**config.mk**
```make
export PLATFORM = sky130hd
export DESIGN_NAME = control_clave_flat
export DESIGN_NICKNAME = d
export VERILOG_FILES = /design/src/rtl/control_clave_if.sv /design/src/rtl/control_clave.sv /design/src/flat_wrapper.sv
export SDC_FILE = /design/constraint.sdc
export NUM_CORES = 1
export LEC_CHECK = 0
export BUFFER_PORTS_ARGS = -buffer_cell sky130_fd_sc_hd__buf_2
export CORE_UTILIZATION = 40
export DETAILED_ROUTE_END_ITERATION = 12
export GPL_TIMING_DRIVEN = 0
export PLACE_DENSITY_LB_ADDON = 0.3
export SETUP_SLACK_MARGIN = 0.05
export SYNTH_ARGS = -nofsm -noshare
export SYNTH_HDL_FRONTEND = slang
export SYNTH_SLANG_ARGS = --single-unit
```
**constraint.sdc**
```tcl
create_clock -name clk -period 2.85 [get_ports clk]
set_clock_uncertainty 0.15 [all_clocks]
set_input_delay 0.1425 -clock clk [delete_from_list [all_inputs] [get_ports clk]]
set_output_delay 0.1425 -clock clk [all_outputs]
set_load 0.05 [all_outputs]
```
**src/rtl/control_clave_if.sv**
```systemverilog
// Keypad-side bundle for control_clave: key lines, enter and status outputs.
// cambio_clave exists only when CAMBIO_CLAVE_EN is defined.
interface control_clave_if;
  logic [9:0] teclas;
  logic       enter;
`ifdef CAMBIO_CLAVE_EN
  logic       cambio_clave;
`endif
  logic       verificacion;
  logic       error;
  logic       bloqueado;
  logic [3:0] digitos;

  modport master (
    output teclas, enter,
`ifdef CAMBIO_CLAVE_EN
    cambio_clave,
`endif
    input  verificacion, error, bloqueado, digitos
  );

  modport slave (
    input  teclas, enter,
`ifdef CAMBIO_CLAVE_EN
    cambio_clave,
`endif
    output verificacion, error, bloqueado, digitos
  );
endinterface

```
**src/rtl/control_clave.sv**
```systemverilog
// Keypad entry sequencer: captures BCD digits, checks the code, locks out after repeated failures.
// Define CAMBIO_CLAVE_EN to allow changing the stored key after a successful entry.
module control_clave #(
  parameter int unsigned                 N_DIGITOS      = 4,
  parameter logic [4*N_DIGITOS-1:0]      CLAVE_INICIAL  = 16'h1234,
  parameter int unsigned                 MAX_INTENTOS   = 3,
  parameter int unsigned                 BLOQUEO_CICLOS = 1000
) (
  input logic           clk,
  input logic           rst,
  control_clave_if.slave bus
);

  localparam int unsigned BufW    = 4 * N_DIGITOS;
  localparam int unsigned FallosW = $clog2(MAX_INTENTOS + 1);
  localparam int unsigned CntW    = (BLOQUEO_CICLOS > 1) ? $clog2(BLOQUEO_CICLOS) : 1;

  typedef enum logic [2:0] {
    StEspera,
    StCaptura,
    StCompara,
    StBloqueo
`ifdef CAMBIO_CLAVE_EN
    , StNueva
`endif
  } estado_e;

  estado_e            state_q, state_d;
  logic [9:0]         teclas_q;
  logic               enter_q;
  logic [BufW-1:0]    buf_q, buf_d;
  logic [3:0]         digitos_q, digitos_d;
  logic [FallosW-1:0] fallos_q, fallos_d, fallos_inc;
  logic [CntW-1:0]    cnt_q, cnt_d;
  logic               verif_q, verif_d;
  logic               error_q, error_d;
  logic               bloq_q, bloq_d;
  logic [BufW-1:0]    clave;

`ifdef CAMBIO_CLAVE_EN
  logic [BufW-1:0]    clave_q, clave_d;
  assign clave = clave_q;
`else
  assign clave = CLAVE_INICIAL;
`endif

  logic       tecla_ev, enter_ev, lleno, coincide;
  logic [3:0] bcd;

  // Only a press from an idle keypad counts; multi-hot or rolled-over keys wait for release.
  assign tecla_ev   = (teclas_q == '0) && $onehot(bus.teclas);
  assign enter_ev   = bus.enter && !enter_q;
  assign lleno      = (digitos_q == 4'(N_DIGITOS));
  assign coincide   = lleno && (buf_q == clave);
  assign fallos_inc = fallos_q + FallosW'(1);

  always_comb begin
    bcd = '0;
    for (int i = 0; i < 10; i++) begin
      if (bus.teclas[i]) bcd = 4'(i);
    end
  end

  always_ff @(posedge clk or negedge rst) begin
    if (!rst) begin
      state_q   <= StEspera;
      teclas_q  <= '0;
      enter_q   <= 1'b0;
      buf_q     <= '0;
      digitos_q <= '0;
      fallos_q  <= '0;
      cnt_q     <= '0;
      verif_q   <= 1'b0;
      error_q   <= 1'b0;
      bloq_q    <= 1'b0;
`ifdef CAMBIO_CLAVE_EN
      clave_q   <= CLAVE_INICIAL;
`endif
    end else begin
      state_q   <= state_d;
      teclas_q  <= bus.teclas;
      enter_q   <= bus.enter;
      buf_q     <= buf_d;
      digitos_q <= digitos_d;
      fallos_q  <= fallos_d;
      cnt_q     <= cnt_d;
      verif_q   <= verif_d;
      error_q   <= error_d;
      bloq_q    <= bloq_d;
`ifdef CAMBIO_CLAVE_EN
      clave_q   <= clave_d;
`endif
    end
  end

  always_comb begin
    state_d   = state_q;
    buf_d     = buf_q;
    digitos_d = digitos_q;
    fallos_d  = fallos_q;
    cnt_d     = cnt_q;
`ifdef CAMBIO_CLAVE_EN
    clave_d   = clave_q;
`endif
    case (state_q)
      StEspera, StCaptura: begin
        if (enter_ev) begin
          state_d = StCompara;
        end else if (tecla_ev) begin
          state_d = StCaptura;
          if (!lleno) begin
            buf_d     = (buf_q << 4) | BufW'(bcd);
            digitos_d = digitos_q + 4'd1;
          end
        end
      end
      StCompara: begin
        buf_d     = '0;
        digitos_d = '0;
        if (coincide) begin
          fallos_d = '0;
          state_d  = StEspera;
`ifdef CAMBIO_CLAVE_EN
          if (bus.cambio_clave) state_d = StNueva;
`endif
        end else begin
          fallos_d = fallos_inc;
          if (32'(fallos_inc) >= MAX_INTENTOS) begin
            state_d = StBloqueo;
            cnt_d   = CntW'(BLOQUEO_CICLOS - 1);
          end else begin
            state_d = StEspera;
          end
        end
      end
      StBloqueo: begin
        if (cnt_q == '0) begin
          state_d  = StEspera;
          fallos_d = '0;
        end else begin
          cnt_d = cnt_q - CntW'(1);
        end
      end
`ifdef CAMBIO_CLAVE_EN
      StNueva: begin
        if (enter_ev) begin
          if (lleno) clave_d = buf_q;
          buf_d     = '0;
          digitos_d = '0;
          state_d   = StEspera;
        end else if (tecla_ev && !lleno) begin
          buf_d     = (buf_q << 4) | BufW'(bcd);
          digitos_d = digitos_q + 4'd1;
        end
      end
`endif
      default: state_d = StEspera;
    endcase
  end

  always_comb begin
    verif_d = 1'b0;
    error_d = 1'b0;
    case (state_q)
      StCompara: begin
        verif_d = coincide;
        error_d = !coincide;
      end
`ifdef CAMBIO_CLAVE_EN
      StNueva: begin
        verif_d = enter_ev && lleno;
        error_d = enter_ev && !lleno;
      end
`endif
      default: ;
    endcase
    bloq_d = (state_d == StBloqueo);
  end

  assign bus.verificacion = verif_q;
  assign bus.error        = error_q;
  assign bus.bloqueado    = bloq_q;
  assign bus.digitos      = digitos_q;

endmodule

```
**src/flat_wrapper.sv**
```systemverilog
// flat-port wrapper written by rule: the top's interface ports become plain ports
module control_clave_flat 
#(
  parameter int unsigned                 N_DIGITOS      = 4,
  parameter logic [4*N_DIGITOS-1:0]      CLAVE_INICIAL  = 16'h1234,
  parameter int unsigned                 MAX_INTENTOS   = 3,
  parameter int unsigned                 BLOQUEO_CICLOS = 1000
)
  (clk, rst, bus_teclas, bus_enter, bus_verificacion, bus_error, bus_bloqueado, bus_digitos);
  control_clave_if bus_i ();
  input logic clk;
  input logic rst;
  input wire logic [$bits(bus_i.teclas)-1:0] bus_teclas;
  input wire logic [$bits(bus_i.enter)-1:0] bus_enter;
  output wire logic [$bits(bus_i.verificacion)-1:0] bus_verificacion;
  output wire logic [$bits(bus_i.error)-1:0] bus_error;
  output wire logic [$bits(bus_i.bloqueado)-1:0] bus_bloqueado;
  output wire logic [$bits(bus_i.digitos)-1:0] bus_digitos;
  assign bus_i.teclas = bus_teclas;
  assign bus_i.enter = bus_enter;
  assign bus_verificacion = bus_i.verificacion;
  assign bus_error = bus_i.error;
  assign bus_bloqueado = bus_i.bloqueado;
  assign bus_digitos = bus_i.digitos;
  control_clave #(.N_DIGITOS(N_DIGITOS), .CLAVE_INICIAL(CLAVE_INICIAL), .MAX_INTENTOS(MAX_INTENTOS), .BLOQUEO_CICLOS(BLOQUEO_CICLOS)) u_core (.clk(clk), .rst(rst), .bus(bus_i));
endmodule
```
==> results.md, run 1 <==
- Number of flops mapped to enable cells by yosys: 0
- Die Y: 80.2 um
- Initial core utilization: 0.413
- Cts bufs inserted: 5
- Final wirelength: 5180 um
- Area share of fa/ha/maj cells after synthesis: 0.121
- Worst-path cell chain: buf_8 > ha_4 > inv_2 > fa_1 > fa_1 > inv_2 > fa_2 > inv_2 > fa_2 > a211oi_2 > o2111ai_2 > or3_4 > or4_1 > nand2_1
- Utilization after layout: 0.546
- Minimum clock period: 3.35 ns
- Final Hold Vio Count: 0
- FMAX: 0.298 GHz
- Most Frequent Cell on Critical Path: inv_2
- Type of element capturing the critical path: register
- Placed Area: 2700 sq um
- Largest family of logic cells by synthesized area: simple AND/OR/NAND/NOR gates
- Vias in the first global route: 1984
- # H-tree levels: 2
- Area Overhead vs Synth: 32.1%
- Longest Clk Path Bufs: 2
- Pin count of the biggest net entering global routing: 50
- Synth async-reset ratio: 1.00
- Run status: complete, but fails checks
- Final-layout fill cell count: 536
- Standard-cell row count: 28
- Switching Fraction: 0.300
- CP Launch Type: input pin
- Vias per std cell: 5.16
- Total Power: 1.83 mW
- Core area: 5920 sq um
- Setup TNS: -8.41 ns
- Share of cells above drive strength 1: 0.327
- Final-report max-slew violation count: 0
- Int Pwr: 1.28 mW
- Drt first-iter violations: 77
- Worst-Skew Late Latency: 0.30 ns
- # DRC: 0
- Slew Limit Headroom: 0.272
- Ant diodes: 0
- Final instance area: 3230 sq um
- I/O Pins: 20
- Post-synthesis mux area share: 0.00409
- IO buf count: 19
- Failing checks: negative setup slack
- Final #Nets: 326
- Tot GR Track Use: 0.185
- Bufs and invs on worst path: 4
- Simple-Gate Fraction of Synth Area: 0.196
- Biggest cell delay along the critical path: 0.57 ns
- Synth cell types: 42
- Unrepaired setup endpoints after global routing: yes
- Type of the worst min-delay path: input pin to register
- Average size of a mapped cell: 9.90 sq um
- Crit path DAT: 3.45 ns
- Kind of critical path: input pin to register
- CP Data Required Time: 2.95 ns
- Top_reg_cell synth: dfrtp_1
- Final setup viols: 20
- Initial antenna violation count: 0
- Die width: 80.2 um
- Pre-antenna DRT Iters: 6
- First-pass GRT wire length: 8960 um
- Psw: 549 uW
- Worst setup margin: -0.504 ns
- Post-route ant nets: 0
- Fin crit share: 1.18
- Slowest CP cell: fa_1
- Sequential share of the synthesized area: 0.501
- Placer congestion estimate: 0.737
- CTS tree: built
- CP top delay family: adder cells
- Least-Margin Pin Slew: 1.09 ns
- Post-Synthesis Cell Area: 2450 sq um
- Seq cells post-synth: 49
- TritonCTS Sinks: 49
- MaxCap Viol Count: 0
- Vias: 1903
- Synth Instances: 247
- Synth Area in XOR/XNOR: 0.0179
- Yosys warnings: 0
- Synth Area in Compound Gates: 0.107
- Most frequent cells in the layout: dfrtp_1, nand2_1, inv_1
- Flop pwr share: 0.461
- Most common cell after layout, fill and taps aside: dfrtp_1
- Synth Net Count: 280
- CTS clk-pin slew, worst paths: 0.09 ns
- Peak VDD IR: 0.350 mV
- Wirelength per Cell: 14.0 um
- Crit-path max FO: 5
- Leak: 1.49 nW
- Die Area: 6430 sq um
- DPL Wire Length: 3470 um
- Power density cells: 566 nW/um^2
- Logic pwr share: 0.257
- Non-filler cells, final: 369
- Grt ovf: 0
- Cell Count Post-Placement: 341
- Root Driver: clkbuf_8
- Clock share of power: 0.282
worst min-delay path: cells and delay by family:
kind	cells	cell delay, ns
buf+inv	1	0.12
compound gates	2	0.18
cell usage after synthesis (all sizes together) (2+ instances only):
cell,n,area [sq um]
nand3b,2,15.0
nor4b,5,50.0
xnor2,3,26.3
a21oi,25,125
nor3,2,15.0
xor2,2,17.5
o211ai,3,22.5
nand3,4,20.0
nand2b,5,31.3
nor4,2,18.8
o21ai,2,10.0
o31ai,4,30.0
fa,6,120
or4,3,26.3
nand4,2,12.5
nand2,48,180
and3,2,12.5
ha,14,175
clkbuf,4,15.0
dfrtp,49,1230
nor2,15,56.3
inv,28,105
a211oi,2,15.0
timing repair:
action	in CTS	in global routing
buffers inserted	5	1
hold endpoints to repair	60	0
pin swaps	23	19
setup endpoints to repair	21	21
cloned	3	0
hold buffers	12	0
resized for setup	48	18
cell type report:
cell class | instances | area (sq um) | share of cell area
plain buffers | 5 | 46.3 | 0.0143
well taps | 75 | 93.8 | 0.0290
repair buffers | 39 | 330 | 0.102
multi-input cells | 165 | 1300 | 0.403
inverters | 28 | 113 | 0.0349
clock buffers | 6 | 82.6 | 0.0256
clock inverters | 2 | 37.5 | 0.0116
flip-flops and latches | 49 | 1230 | 0.380
power by group through the flow:
stage	sequential [mW]	clock (mW)	combinational, mW
5_1_grt	0.857	0.562	0.530
2_1_floorplan	0.849	0	0.307
4_1_cts	0.843	0.533	0.465
6_report	0.843	0.516	0.470
3_3_place_gp	0.853	0	0.399
3_5_place_dp	0.857	0	0.415
registers in the layout, summed over array words and instances (netlist names):
register and flops:
u_core.cnt_q 10, u_core.bus.verificacion 1, u_core.enter_q 1, u_core.bus.error 1
u_core.bus.digitos 4, u_core.state_q 3, u_core.buf_q 16, u_core.bus.bloqueado 1
u_core.fallos_q 2, u_core.teclas_q 10
worst paths after layout:
check	from	to	slack (ns)	cells past startpoint
max	bus_teclas[1]	u_core.bus.digitos[3]	-0.50	14
min	bus_teclas[9]	u_core.buf_q[0]	0.03	3
max reg2reg	u_core.state_q[1]	u_core.buf_q[12]	0.67	4
min reg2reg	u_core.fallos_q[0]	u_core.fallos_q[0]	0.33	1
max in group asynchronous	rst	u_core.buf_q[1]	1.45	2
min in group asynchronous	rst	u_core.cnt_q[4]	0.43	2
cells by family after synthesis:
family	Yosys count
compound gates	43
simple gates	95
xor+xnor	5
flops	49
mux	1
other cells	1
buf+inv	33
fa+ha+maj	20
layer usage:
layer / vias to the layer above / part of all wire / GRT usage
met4: 0 / 0.018 / 0.0679
met2: 38 / 0.52 / 0.326
met1: 933 / 0.44 / 0.221
li1: 922 / - / -
met3: 10 / 0.030 / 0.0398
met5: - / 0 / 0
stage by stage:
stage               setup slack, ns  hold slack (ns)
floorplan                    -0.577           -0.303
finish                       -0.504           0.0290
CTS                          -0.549           0.0182
detailed placement            -1.10            0.123
global placement              -1.05            0.120
global route                 -0.560           0.0449
Power figures use the tool's default switching activity.
==> run 2: changes to the inputs <==
- ABC_AREA: not set -> 1
==> run 2 against run 1 <==
- the run still ends with negative setup slack left
- global-route usage fell by 2.7 points
- synthesized cell count rose by 28%
- critical path type unchanged
- setup slack improved by 0.28 ns
- non-clock buffer count rose by 1
- via count rose by 10%
- area after synthesis rose by 8.8%
- highest routed layer unchanged
- cell count rose by 20%
- final area rose by 1.3%
- critical path depth rose by 4
- core utilization fell by 3.3 points
==> results.md, run 2 <==
- Run status: complete, but fails checks
- Failing checks: negative setup slack
- Peak VDD IR: 0.414 mV
- Cts bufs inserted: 5
- CTS tree: built
- Die width: 83.6 um
- # H-tree levels: 2
- Number of flops mapped to enable cells by yosys: 0
- Biggest register: u_core.buf_q
- TritonCTS Sinks: 49
- Type of the worst min-delay path: input pin to register
- Biggest regs: u_core.buf_q (16), u_core.cnt_q (10), u_core.teclas_q (10)
- Most frequent cells in the layout: nand2_1, dfrtp_1, inv_1
- Minimum clock period: 3.07 ns
- # DRC: 0
- Final Hold Vio Count: 0
- First-pass GRT wire length: 8890 um
- FMAX: 0.326 GHz
- Placer congestion estimate: 0.799
- Grt ovf: 0
- CTS clk-pin slew, worst paths: 0.09 ns
- MaxCap Viol Count: 0
- Wirelength per Cell: 11.5 um
- Unrepaired setup endpoints after global routing: yes
- Worst-Skew Late Latency: 0.30 ns
- Sequential share of the synthesized area: 0.461
- I/O Pins: 20
- Yosys warnings: 0
- Pin count of the biggest net entering global routing: 50
- Drt first-iter violations: 68
- Root Driver: clkbuf_8
- CP Data Required Time: 2.90 ns
- Worst Hold Endpoint: u_core.buf_q[0]
- Top_reg_cell synth: dfrtp_1
- Synth top area cells: dfrtp_1, nand2_1, ha_1, inv_1, fa_1
- R2r startpoint: u_core.cnt_q[0]
- Kind of critical path: input pin to register
- Core area: 6390 sq um
- Hold Path Cell Cnt: 5
- Vias per std cell: 4.75
- Number of flip-flops in the largest register: 16
- Slew Limit Headroom: 0.261
- Reg2reg setup slack: 0.93 ns
- Synth async-reset ratio: 1.00
- Crit path DAT: 3.12 ns
- Post-Synthesis Cell Area: 2660 sq um
- Synth Instances: 317
- Leak: 1.71 nW
- Most common cell after layout, fill and taps aside: nand2_1
- Crit Reg-Reg Endpoint: u_core.state_q[1]
- Vias in the first global route: 2082
- Standard-cell row count: 29
- Tot GR Track Use: 0.158
- Die Y: 83.6 um
- Average size of a mapped cell: 8.40 sq um
- Hold_sp: bus_teclas[9]
- DPL Wire Length: 3540 um
- CP Launch Type: input pin
- Pre-antenna DRT Iters: 4
- Initial core utilization: 0.417
- Fin crit share: 1.08
- Synth cell types: 30
- Utilization after layout: 0.512
- Final setup viols: 20
- Vias: 2100
- Most common cell in the synthesized netlist: nand2_1
- Post-route ant nets: 0
- Largest area contributor in the synthesized netlist: dfrtp_1
- Cell Count Post-Placement: 413
- Crit-path max FO: 6
- Commonest cells in the netlist: nand2_1, dfrtp_1, inv_1
- Non-filler cells, final: 442
- Final #Nets: 397
- Type of element capturing the critical path: register
- Final wirelength: 5080 um
- Area Overhead vs Synth: 22.9%
- Longest Clk Path Bufs: 2
- Worst setup margin: -0.221 ns
- Share of cells above drive strength 1: 0.214
- Initial antenna violation count: 0
- Die Area: 6980 sq um
- Power density cells: 730 nW/um^2
- Synth Net Count: 350
- Seq cells post-synth: 49
- Least-Margin Pin Slew: 1.11 ns
- Reg2reg path depth: 8
- IO buf count: 19
- Synth top area share: 0.461
- Final-report max-slew violation count: 0
- Ant diodes: 0
[run 2: cell count changes in the layout (fill, tap and decap cells not counted), moves of 4 or more]
cell / before / now
nand2_1: 32 / 96
nand3_1: 2 / 24
inv_1: 19 / 34
a21oi_2: 15 / 1
nor2_1: 15 / 29
a21oi_1: 10 / 2
buf_4: 4 / 10
nand2_2: 16 / 11
clkbuf_8: 9 / 5
nand2b_1: 4 / 0
o21ai_1: 1 / 5
[run 2: area by class of cell]
type | instances | area, sq um
flip-flops and latches | 49 | 1230
well taps | 77 | 96.3
clock inverters | 1 | 7.51
inverters | 43 | 174
fillers | 609 | 3110
plain buffers | 5 | 38.8
repair buffers | 40 | 335
clock buffers | 7 | 76.3
multi-input cells | 220 | 1320
[run 2: cells by family (layout without fill, tap and decap cells)]
| group | after synthesis | count (layout) | synth area share |
|---|---|---|---|
| buffers and inverters | 48 | 96 | 0.0733 |
| XOR/XNOR | 5 | 5 | 0.0165 |
| AO/OA/AOI/OAI | 12 | 12 | 0.0254 |
| flip-flops | 49 | 49 | 0.461 |
| adder cells (fa/ha/maj) | 20 | 20 | 0.111 |
| other | 1 | 1 | 0.00141 |
| AND/OR/NAND/NOR | 182 | 182 | 0.312 |
[run 2: critical path, cell delays in order]
cell and delay (ns):
buf_8 0.10, ha_4 0.25, inv_2 0.03, fa_1 0.55
fa_1 0.41, inv_1 0.08, fa_2 0.20, inv_2 0.04
fa_1 0.49, nand3_1 0.06, nor2_1 0.09, nand3_1 0.12
nand2_2 0.10, nand2_4 0.07, buf_4 0.14, buf_4 0.12
nand2_1 0.04, o21ai_1 0.06
[run 2: per-layer routing]
layer / track usage / vias up / share of wire
met4: 0.0555 / 0 / 0.016
li1: - / 1075 / -
met3: 0.0267 / 6 / 0.020
met5: 0 / - / 0
met1: 0.202 / 994 / 0.47
met2: 0.271 / 25 / 0.50
[run 2: how the worst max path moves through the flow]
stage / start / endpoint / cells past startpoint
global placement: bus_teclas[4] / u_core.buf_q[13] / 19
detailed placement: bus_teclas[4] / u_core.buf_q[13] / 19
floorplan: bus_teclas[1] / u_core.bus.digitos[1] / 17
finish: bus_teclas[1] / u_core.buf_q[2] / 18
global route: bus_teclas[1] / u_core.buf_q[6] / 18
CTS: bus_teclas[4] / u_core.buf_q[6] / 19
[run 2: power breakdown]
part / total (mW) / internal, mW / switching, mW
clock: 0.405 / 0.174 / 0.230
sequential: 1.05 / 0.882 / 0.172
combinational: 0.931 / 0.378 / 0.552
total: 2.39 / 1.43 / 0.955
[run 2: timing repair]
| action | in CTS | in global routing |
|---|---|---|
| setup endpoints to repair | 21 | 21 |
| pin swaps | 3 | 1 |
| buffers inserted | 5 | 3 |
| cloned | 1 | 0 |
| gates resized for setup | 17 | 12 |
| hold buffers | 12 | 0 |
| endpoints found under the hold margin | 60 | 0 |
[run 2: stage by stage]
stage	setup slack, ns	setup TNS (ns)	power (mW)	hold WS [ns]	instance area, sq um
finish	-0.221	-3.56	2.39	0.0533	3270
global route	-0.342	-6.32	2.59	0.103	3270
CTS	-0.215	-3.72	2.38	0.0411	3210
detailed placement	-0.734	-13.49	1.93	0.131	2910
global placement	-0.684	-12.76	1.89	0.133	2910
floorplan	-0.290	-4.96	1.72	-0.303	2720
